$ cat src/rtl/wb_writer_pkg.sv
// Shared encodings for the register-file writeback unit: write-enable levels,
// load funct3 codes and the round-robin pointer.
package wb_writer_pkg;

    localparam int XLEN = 32;

    localparam logic REGWE_WRITE = 1'b1;
    localparam logic REGWE_READ  = 1'b0;

    localparam logic [2:0] LB  = 3'b000;
    localparam logic [2:0] LH  = 3'b001;
    localparam logic [2:0] LW  = 3'b010;
    localparam logic [2:0] LBU = 3'b100;
    localparam logic [2:0] LHU = 3'b101;

    typedef enum logic {
        RR_EX  = 1'b0,
        RR_LSU = 1'b1
    } rr_e;

    // Undefined funct3 codes behave as LW, so they need word alignment.
    function automatic logic load_misaligned(input logic [2:0] funct3, input logic [1:0] offset);
        case (funct3)
            LB, LBU: return 1'b0;
            LH, LHU: return offset[0];
            default: return offset != 2'b00;
        endcase
    endfunction

endpackage

$ cat src/rtl/wb_writer_if.sv
// Result handshakes, scoreboard query/issue and register-file write port of wb_writer.
interface wb_writer_if;
    import wb_writer_pkg::*;

    logic            ex_valid;
    logic            ex_ready;
    logic [4:0]      ex_rd;
    logic [XLEN-1:0] ex_data;

    logic            lsu_valid;
    logic            lsu_ready;
    logic [4:0]      lsu_rd;
    logic [2:0]      lsu_funct3;
    logic [1:0]      lsu_offset;
    logic [XLEN-1:0] lsu_rdata;

    logic            iss_en;
    logic [4:0]      iss_rd;
    logic [4:0]      rs1_addr;
    logic [4:0]      rs2_addr;
    logic            rs1_busy;
    logic            rs2_busy;

    logic            regs_w_en;
    logic [4:0]      rd_addr;
    logic [XLEN-1:0] rd_data;
    logic            misalign_err;

    modport master (
        output ex_valid, ex_rd, ex_data,
        output lsu_valid, lsu_rd, lsu_funct3, lsu_offset, lsu_rdata,
        output iss_en, iss_rd, rs1_addr, rs2_addr,
        input  ex_ready, lsu_ready, rs1_busy, rs2_busy,
        input  regs_w_en, rd_addr, rd_data, misalign_err
    );

    modport slave (
        input  ex_valid, ex_rd, ex_data,
        input  lsu_valid, lsu_rd, lsu_funct3, lsu_offset, lsu_rdata,
        input  iss_en, iss_rd, rs1_addr, rs2_addr,
        output ex_ready, lsu_ready, rs1_busy, rs2_busy,
        output regs_w_en, rd_addr, rd_data, misalign_err
    );

endinterface

$ cat src/rtl/wb_writer_load_ext.sv
// Combinational load alignment and sign/zero extension with misalignment flag;
// kept standalone so a store-to-load forwarding path can reuse it.
module load_ext
    import wb_writer_pkg::*;
(
    input  logic [2:0]      funct3,
    input  logic [1:0]      offset,
    input  logic [XLEN-1:0] rdata,
    output logic [XLEN-1:0] data,
    output logic            misalign
);

    logic [7:0]  byte_sel;
    logic [15:0] half_sel;

    always_comb begin
        case (offset)
            2'd0:    byte_sel = rdata[7:0];
            2'd1:    byte_sel = rdata[15:8];
            2'd2:    byte_sel = rdata[23:16];
            default: byte_sel = rdata[31:24];
        endcase

        half_sel = offset[1] ? rdata[31:16] : rdata[15:0];

        case (funct3)
            LB:      data = {{24{byte_sel[7]}}, byte_sel};
            LBU:     data = {24'd0, byte_sel};
            LH:      data = {{16{half_sel[15]}}, half_sel};
            LHU:     data = {16'd0, half_sel};
            default: data = rdata;
        endcase

        misalign = load_misaligned(funct3, offset);
    end

endmodule

$ cat src/rtl/wb_writer.sv
// Writeback unit: arbitrates EX and LSU results onto the register-file write
// port (one registered write per cycle) and tracks pending writes for decode.
module wb_writer
    import wb_writer_pkg::*;
(
    input  logic        clk,
    input  logic        rst_n,
    wb_writer_if.slave  bus
);

    rr_e             rr;
    logic            ex_go;
    logic            lsu_go;
    logic            contested;
    logic [XLEN-1:0] ld_data;
    logic            ld_misalign;
    logic [31:0]     pending;
    logic [31:0]     pending_nxt;

    load_ext u_load_ext (
        .funct3   (bus.lsu_funct3),
        .offset   (bus.lsu_offset),
        .rdata    (bus.lsu_rdata),
        .data     (ld_data),
        .misalign (ld_misalign)
    );

    // Ready is derived only from the other source's valid and the pointer,
    // so a source never sees its own valid looped back into its ready.
    assign bus.ex_ready  = !bus.lsu_valid || (rr == RR_EX);
    assign bus.lsu_ready = !bus.ex_valid  || (rr == RR_LSU);

    assign ex_go     = bus.ex_valid  && bus.ex_ready;
    assign lsu_go    = bus.lsu_valid && bus.lsu_ready;
    assign contested = bus.ex_valid  && bus.lsu_valid;

    assign bus.rs1_busy = pending[bus.rs1_addr];
    assign bus.rs2_busy = pending[bus.rs2_addr];

    // Issue is applied last so a new producer wins over a same-edge retire.
    always_comb begin
        pending_nxt = pending;
        if (bus.regs_w_en == REGWE_WRITE) begin
            pending_nxt[bus.rd_addr] = 1'b0;
        end
        if (lsu_go && ld_misalign) begin
            pending_nxt[bus.lsu_rd] = 1'b0;
        end
        if (bus.iss_en && (bus.iss_rd != 5'd0)) begin
            pending_nxt[bus.iss_rd] = 1'b1;
        end
        pending_nxt[0] = 1'b0;
    end

    always_ff @(posedge clk or negedge rst_n) begin
        if (!rst_n) begin
            rr               <= RR_LSU;
            pending          <= '0;
            bus.regs_w_en    <= REGWE_READ;
            bus.rd_addr      <= '0;
            bus.rd_data      <= '0;
            bus.misalign_err <= 1'b0;
        end else begin
            pending          <= pending_nxt;
            bus.misalign_err <= lsu_go && ld_misalign;
            bus.regs_w_en    <= REGWE_READ;

            // Hand priority to the loser after a contested cycle.
            if (contested) begin
                rr <= (rr == RR_LSU) ? RR_EX : RR_LSU;
            end

            if (ex_go && (bus.ex_rd != 5'd0)) begin
                bus.regs_w_en <= REGWE_WRITE;
                bus.rd_addr   <= bus.ex_rd;
                bus.rd_data   <= bus.ex_data;
            end else if (lsu_go && !ld_misalign && (bus.lsu_rd != 5'd0)) begin
                bus.regs_w_en <= REGWE_WRITE;
                bus.rd_addr   <= bus.lsu_rd;
                bus.rd_data   <= ld_data;
            end
        end
    end

endmodule

$ cat src/flat_wrapper.sv
// flat-port wrapper written by rule: the top's interface ports become plain ports
module wb_writer_flat import wb_writer_pkg::*;
  (clk, rst_n, bus_ex_valid, bus_ex_rd, bus_ex_data, bus_lsu_valid, bus_lsu_rd, bus_lsu_funct3, bus_lsu_offset, bus_lsu_rdata, bus_iss_en, bus_iss_rd, bus_rs1_addr, bus_rs2_addr, bus_ex_ready, bus_lsu_ready, bus_rs1_busy, bus_rs2_busy, bus_regs_w_en, bus_rd_addr, bus_rd_data, bus_misalign_err);
  wb_writer_if bus_i ();
  input  logic clk;
  input  logic rst_n;
  input wire logic [$bits(bus_i.ex_valid)-1:0] bus_ex_valid;
  input wire logic [$bits(bus_i.ex_rd)-1:0] bus_ex_rd;
  input wire logic [$bits(bus_i.ex_data)-1:0] bus_ex_data;
  input wire logic [$bits(bus_i.lsu_valid)-1:0] bus_lsu_valid;
  input wire logic [$bits(bus_i.lsu_rd)-1:0] bus_lsu_rd;
  input wire logic [$bits(bus_i.lsu_funct3)-1:0] bus_lsu_funct3;
  input wire logic [$bits(bus_i.lsu_offset)-1:0] bus_lsu_offset;
  input wire logic [$bits(bus_i.lsu_rdata)-1:0] bus_lsu_rdata;
  input wire logic [$bits(bus_i.iss_en)-1:0] bus_iss_en;
  input wire logic [$bits(bus_i.iss_rd)-1:0] bus_iss_rd;
  input wire logic [$bits(bus_i.rs1_addr)-1:0] bus_rs1_addr;
  input wire logic [$bits(bus_i.rs2_addr)-1:0] bus_rs2_addr;
  output wire logic [$bits(bus_i.ex_ready)-1:0] bus_ex_ready;
  output wire logic [$bits(bus_i.lsu_ready)-1:0] bus_lsu_ready;
  output wire logic [$bits(bus_i.rs1_busy)-1:0] bus_rs1_busy;
  output wire logic [$bits(bus_i.rs2_busy)-1:0] bus_rs2_busy;
  output wire logic [$bits(bus_i.regs_w_en)-1:0] bus_regs_w_en;
  output wire logic [$bits(bus_i.rd_addr)-1:0] bus_rd_addr;
  output wire logic [$bits(bus_i.rd_data)-1:0] bus_rd_data;
  output wire logic [$bits(bus_i.misalign_err)-1:0] bus_misalign_err;
  assign bus_i.ex_valid = bus_ex_valid;
  assign bus_i.ex_rd = bus_ex_rd;
  assign bus_i.ex_data = bus_ex_data;
  assign bus_i.lsu_valid = bus_lsu_valid;
  assign bus_i.lsu_rd = bus_lsu_rd;
  assign bus_i.lsu_funct3 = bus_lsu_funct3;
  assign bus_i.lsu_offset = bus_lsu_offset;
  assign bus_i.lsu_rdata = bus_lsu_rdata;
  assign bus_i.iss_en = bus_iss_en;
  assign bus_i.iss_rd = bus_iss_rd;
  assign bus_i.rs1_addr = bus_rs1_addr;
  assign bus_i.rs2_addr = bus_rs2_addr;
  assign bus_ex_ready = bus_i.ex_ready;
  assign bus_lsu_ready = bus_i.lsu_ready;
  assign bus_rs1_busy = bus_i.rs1_busy;
  assign bus_rs2_busy = bus_i.rs2_busy;
  assign bus_regs_w_en = bus_i.regs_w_en;
  assign bus_rd_addr = bus_i.rd_addr;
  assign bus_rd_data = bus_i.rd_data;
  assign bus_misalign_err = bus_i.misalign_err;
  wb_writer u_core (.clk(clk), .rst_n(rst_n), .bus(bus_i));
endmodule
$ cat config.mk
export PLATFORM = sky130hd
export DESIGN_NAME = wb_writer_flat
export DESIGN_NICKNAME = d
export VERILOG_FILES = /design/src/rtl/wb_writer_pkg.sv /design/src/rtl/wb_writer_if.sv /design/src/rtl/wb_writer_load_ext.sv /design/src/rtl/wb_writer.sv /design/src/flat_wrapper.sv
export SDC_FILE = /design/constraint.sdc
export NUM_CORES = 1
export LEC_CHECK = 0
export CAP_MARGIN = 5
export CORE_UTILIZATION = 49
export DETAILED_ROUTE_END_ITERATION = 12
export GPL_ROUTABILITY_DRIVEN = 0
export GPL_TIMING_DRIVEN = 1
export PLACE_DENSITY = 0.9
export SLEW_MARGIN = 20
export SYNTH_ARGS = -nofsm -noshare
export SYNTH_HDL_FRONTEND = slang
export SYNTH_HIERARCHICAL = 1
export SYNTH_SLANG_ARGS = --single-unit
$ cat constraint.sdc
create_clock -name clk -period 2.6 [get_ports clk]
set_input_delay 0.39 -clock clk [delete_from_list [all_inputs] [get_ports clk]]
set_output_delay 0.39 -clock clk [all_outputs]
set_load 0.01 [all_outputs]
Word-level counts from Yosys, hierarchy flattened
Cells that the tools add are included.
{ "op_classes": {"magnitude_cmp": 8, "muxes": 24, "div": 0, "bitwise": 6, "n_addsub": 0, "eq_ne": 5, "n_shift": 0, "reduce_logical": 25, "mul": 0} }
{ "op_table": {"columns": ["cell", "n"], "rows": [
  ["$mux W32", 5],
  ["$pmux W32 S4", 1],
  ["$and A32 B32 Y32", 2],
  ["$not A32 Y32", 2],
  ["$or A32 B32 Y32", 1],
  ["$lt A5 B6 Y1 const B", 5],
  ["$pmux W8 S3", 1],
  ["$mux W16", 1],
  ["$demux W1 S5", 3],
  ["$ge A5 B1 Y1 const B", 3],
  ["$reduce_bool A5 Y1", 3],
  ["$logic_and A1 B1 Y1", 11],
  ["$bmux W1 S5", 2],
  ["$mux W5", 2],
  ["$mux W1", 8],
  ["$eq A3 B3 Y1 const B", 2],
  ["$reduce_bool A2 Y1", 2],
  ["$reduce_or A2 Y1", 2],
  ["$eq A3 B1 Y1 const B", 1],
  ["$logic_not A1 Y1", 3],
  ["$logic_not A3 Y1", 1],
  ["$eq A2 B1 Y1 const B", 1],
  ["$eq A2 B2 Y1 const B", 1],
  ["$logic_not A2 Y1", 1],
  ["other kinds (3)", 4]
]} }
{ "totals": {"ff_bits": 71, "memories": 0, "mem_bits_ro": 0, "in_bits": 99, "ramBits": 0, "wordCells": 74, "latchBits": 0} }

Longest topological paths before layout
{ "logic_depth": {"ltp_word": 11, "depth_mapped": 9, "ltp_nobuf": 6} }

Hierarchy
Netlist, hierarchy kept.
{ "modules_own_cells": {"columns": ["module", "n_inst", "cells_per_inst", "area_each_um2"], "rows": [
  ["wb_writer", 1, 354, 4184.0],
  ["load_ext", 1, 136, 974.7]
]} }

Least setup slack after synthesis
OpenSTA, ideal clock, no wires.
{ "synth_path": {"path_type": "input -> register", "startpoint": "input bus_ex_rd[0]", "endpoint": "register u_core.bus.rd_data[23]", "t_arrival_ns": 1.984, "cell_stages": 6, "path_slack_ns": 0.491, "n_path_buf": 2, "path_cell_list": "or4_1 > o21ai_1 > buf_4 > buf_4 > mux2_2 > mux2_4"} }
{ "synth_via": {"elab_chain_len": 3} }
{ "synth_rtl": {"columns": ["element", "line", "rtl"], "rows": [
  ["start, declared", "flat_wrapper.sv:8", "input wire logic [$bits(bus_i.ex_rd)-1:0] bus_ex_rd;"],
  ["$reduce_bool A5 Y1 *", "wb_writer.sv:73", "if (ex_go && (bus.ex_rd != 5'd0)) begin"],
  ["$logic_and A1 B1 Y1 *", "wb_writer.sv:73", null],
  ["$mux W32 / $reduce_bool A2 Y1 (equally long branches)", null, null],
  ["end signal, assigned", "wb_writer.sv:76", "bus.rd_data <= bus.ex_data;"],
  ["end signal, assigned", "wb_writer.sv:80", "bus.rd_data <= ld_data;"],
  ["end, declared", "wb_writer_if.sv:42", "output regs_w_en, rd_addr, rd_data, misalign_err"]
]} }
Mark *: on every way between the ends. The rest lies on a longest branch, timed or not.
A chain may end at the register's enable or synchronous reset.

Worst setup path after layout
{ "layout_path": {"startpoint": "register u_core.pending[23]", "endpoint": "output bus_rs1_busy"} }
{ "layout_via": {"elab_chain_len": 2} }
{ "layout_rtl": {"columns": ["element", "line", "rtl"], "rows": [
  ["start, declared", "wb_writer.sv:17", "logic [31:0] pending;"],
  ["start signal, assigned", "wb_writer.sv:64", "pending <= pending_nxt;"],
  ["$bmux W1 S5", "wb_writer.sv:37", "assign bus.rs1_busy = pending[bus.rs1_addr];"],
  ["$mux W1 (implied by the code)", "wb_writer.sv:37", null],
  ["end, declared", "flat_wrapper.sv:21", "output wire logic [$bits(bus_i.rs1_busy)-1:0] bus_rs1_busy;"]
]} }
No other way between the ends. The select of a mux whose other input is x is not followed.

==> flow_metrics.env <==
export IMPL_synth_edf_count=0
export IMPL_grt_use_total_pct=30.4
export IMPL_leakage_uw=0.00287
export IMPL_syn_nets=589
export IMPL_pwr_share_clk_pct=18.3
export IMPL_hold_ws_ps=18.8
export IMPL_portBuffers=141
export IMPL_cp_top_family="buffers and inverters"
export IMPL_min_period_ps=2480
export IMPL_grt_overflow_total=0
export IMPL_fin_worst_skew_ps=6.20
export IMPL_grt_pass1_vias=5201
export IMPL_crit_type="reg -> out"
export IMPL_finalCritPeriodShare_pct=95.6
export IMPL_cts_made_buffers=9
export IMPL_area_growth_syn_to_layout_pct=37.3
export IMPL_clk_latency_ps=340
export IMPL_clkSlewWorstSetupHoldPaths_ps=80
export IMPL_path_cells="mux4_2 -> nand2b_1 -> o2111ai_1 -> nand4_1 -> clkdlybuf4s50_1"
export IMPL_fill_cells=753
export IMPL_crit_fanout=3
export IMPL_cts_num_sinks=71
export IMPL_num_io_pins=142
export IMPL_p_per_area_nw_per_um2=776
export IMPL_layout_drive_gt1_share_pct=22.6
export IMPL_final_max_slew_viol_count=0
export IMPL_internal_power_uw=3560
export IMPL_ys_seq_elements=71
export IMPL_coreArea_um2=10300
export IMPL_diodes=0
export IMPL_vdd_drop_max_uv=482
export IMPL_arrival_ps=2090
export IMPL_worst_pin_slew_ps=549
export IMPL_antenna_found_initial=0
export IMPL_cts_tree="done"
export IMPL_dp_hpwl_um=12400
export IMPL_crit_end="bus_rs1_busy"
export IMPL_p_sw_uw=1940
export IMPL_status="complete, no violations"
export IMPL_dp_cells=761
export IMPL_ant_nets=0
export IMPL_worst_path_stages=5
export IMPL_reg2reg_depth=5
export IMPL_syn_area_per_cell_um2=10.5
export IMPL_cp_data_required_time_ps=2210
export IMPL_finalHoldViolations=0
export IMPL_clockBufferDepth=2
export IMPL_placed_cell_area_um2=6860
export IMPL_regArea_um2=1780
export IMPL_vias_per_cell=6.49
export IMPL_switching_share_pct=35.3
export IMPL_synth_cells=490
export IMPL_start_kind="flip-flop"
export IMPL_design_area_um2=7080
export IMPL_syn_area_um2=5160
export IMPL_cts_root_buf="clkbuf_8"
export IMPL_setup_viol=0
export IMPL_finalNonFillerCells=777
export IMPL_cts_hold_buf=0
export IMPL_crit_buf_inv=1
export IMPL_drc=0
export IMPL_finalPower_uw=5490
export IMPL_reg2reg_from="u_core/rr$_DFFE_PN1P_"
export IMPL_seq_area_frac_synth_pct=34.5
export IMPL_r2r_setup_slack_ps=660
export IMPL_std_cell_rows=37
export IMPL_firstDrtPassIters=5
export IMPL_max_stage_delay_ps=490
export IMPL_yosysWarnings=6
export IMPL_slew_headroom_pct=63.4
export IMPL_grt_pass1_wl_um=26200
export IMPL_htree_num_levels=3
export IMPL_r2r_end="u_core/bus.rd_data[3]$_DFFE_PN0P_"
export IMPL_drt_wl_total_um=16600
export IMPL_crit_start="u_core/pending[23]$_DFF_PN0_"
export IMPL_multiInputGateArea_um2=3120
export IMPL_critPathCaptureType="output port"
export IMPL_async_flop_share_pct=100
export IMPL_combPwrFrac_pct=44.4
export IMPL_clock_fmax_ghz=0.402
export IMPL_initial_core_util_pct=50.2
export IMPL_dieArea_um2=10900
export IMPL_wl_per_cell_um=21.4
export IMPL_hp_class="in -> async"
export IMPL_crit_slowest_cell="clkdlybuf4s50_1"
export IMPL_synth_ff_type="dfrtp_1"
export IMPL_seqPwrFrac_pct=37.3
export IMPL_yosys_area_top_type_share_pct=34.0
export IMPL_netlist_top_cells_area="dfrtp_1, mux2_4, mux2_2, o221ai_1, mux2i_1"
export IMPL_nNetsFinal=735
export IMPL_grt_max_degree=39
export IMPL_die_w_um=105
export IMPL_drv_cap=0
export IMPL_synth_cell_types=52
export IMPL_via_count=5041
export IMPL_die_h_um=105
export IMPL_rsz0062_at_grt="false"
export IMPL_yosys_area_top_type="dfrtp_1"
export IMPL_first_iter_violations=420
-- through the flow --
step,TNS (ps),util (%),worst slack (ps)
after CTS,0,68.8,13.3
after detailed placement,-675,66.7,-148
after floorplan,0,-,491
after global placement,-263,66.7,-121
after global routing,0,68.9,19.2
final,0,68.9,115
-- how the worst min path moves through the flow --
stage	from	end	slack, ps	depth (start not counted)
6_report	rst_n	u_core/pending[31]$_DFF_PN0_	20	1
4_1_cts	rst_n	u_core/pending[31]$_DFF_PN0_	10	1
5_1_grt	rst_n	u_core/pending[31]$_DFF_PN0_	20	1
2_1_floorplan	rst_n	u_core/bus.misalign_err$_DFF_PN0_	90	0
3_5_place_dp	rst_n	u_core/pending[31]$_DFF_PN0_	380	1
3_3_place_gp	rst_n	u_core/pending[31]$_DFF_PN0_	370	1
-- routing by layer --
layer,wire [um],vias up,track usage [%]
li1,-,2197,-
met1,6020,2408,35.6
met2,8020,378,51.0
met3,1900,58,7.67
met4,659,0,17.0
met5,0,-,0
-- layout by cell type (no fill, tap or decap), types with 9 or more instances in the layout --
cell type,n
nor2_1,38
o221ai_1,34
dfrtp_1,70
a21oi_1,22
nand3_1,18
mux2_2,37
nor2b_1,15
o22ai_1,16
mux2i_1,20
clkbuf_8,9
buf_4,24
o21ai_0,32
nand3b_1,13
nand2_1,19
clkdlybuf4s50_1,135
inv_1,10
mux2_4,29
-- cells in the mapped netlist, types with 3 or more instances --
cell / number
a22oi_1: 8
a311oi_1: 7
nand3_1: 18
mux4_2: 6
mux4_1: 7
nor2b_1: 15
buf_2: 4
o21ai_0: 32
o221ai_2: 4
nor2_1: 38
mux2_2: 37
a21oi_1: 22
or3b_2: 7
buf_1: 3
o22ai_1: 16
nand2_1: 19
buf_4: 3
buf_6: 9
clkbuf_1: 17
nand4_1: 3
nand2b_1: 6
o221ai_1: 34
mux2i_1: 20
dfrtp_1: 70
inv_1: 10
mux2_4: 29
nand3b_1: 13
-- layout make-up --
class	instances	area share (%)
multi-input combinational	369	44.1
sequential	71	25.1
timing repair buffer	173	24.7
tap	136	2.40
clock buffer	10	1.80
clock inverter	6	1.31
inverter	12	0.636
-- cells by family after synthesis --
logic type	share of synthesized area, %
xor gates and xnor gates	0.170
AOI/OAI and AO/OA	19.9
and+or+nand+nor	13.6
DFF	34.5
muxes	26.6
buffers and inverters	5.31
-- what timing repair did --
| action | in CTS | in global routing |
|---|---|---|
| endpoints found under the setup margin | 2 | 2 |
| resized for setup | 3 | 3 |
| setup buffers | 0 | 0 |
| pin swaps | 0 | 1 |
-- power groups by stage --
stage	Sequential [uW]	Combinational, uW	Clock [uW]
6_report	2050	2440	1000
5_1_grt	2090	2600	1060
4_1_cts	2020	2420	1000
3_5_place_dp	2020	2410	0
3_3_place_gp	1990	2320	0
2_1_floorplan	1960	1330	0
-- worst reg2reg max path, cell delays in order, from the launching register on --
cell      delay [ps]
dfstp_2          570
nand2b_1         310
o311ai_4         220
nand2_4          160
buf_12           200
mux2_2           360
-- state kept, by name (all words and copies together), names as in the netlist --
name	cells
u_core/bus.misalign_err	1
u_core/bus.rd_addr	5
u_core/bus.rd_data	32
u_core/bus.regs_w_en	1
u_core/pending	31
u_core/rr	1
(Power assumes the default switching activity.)
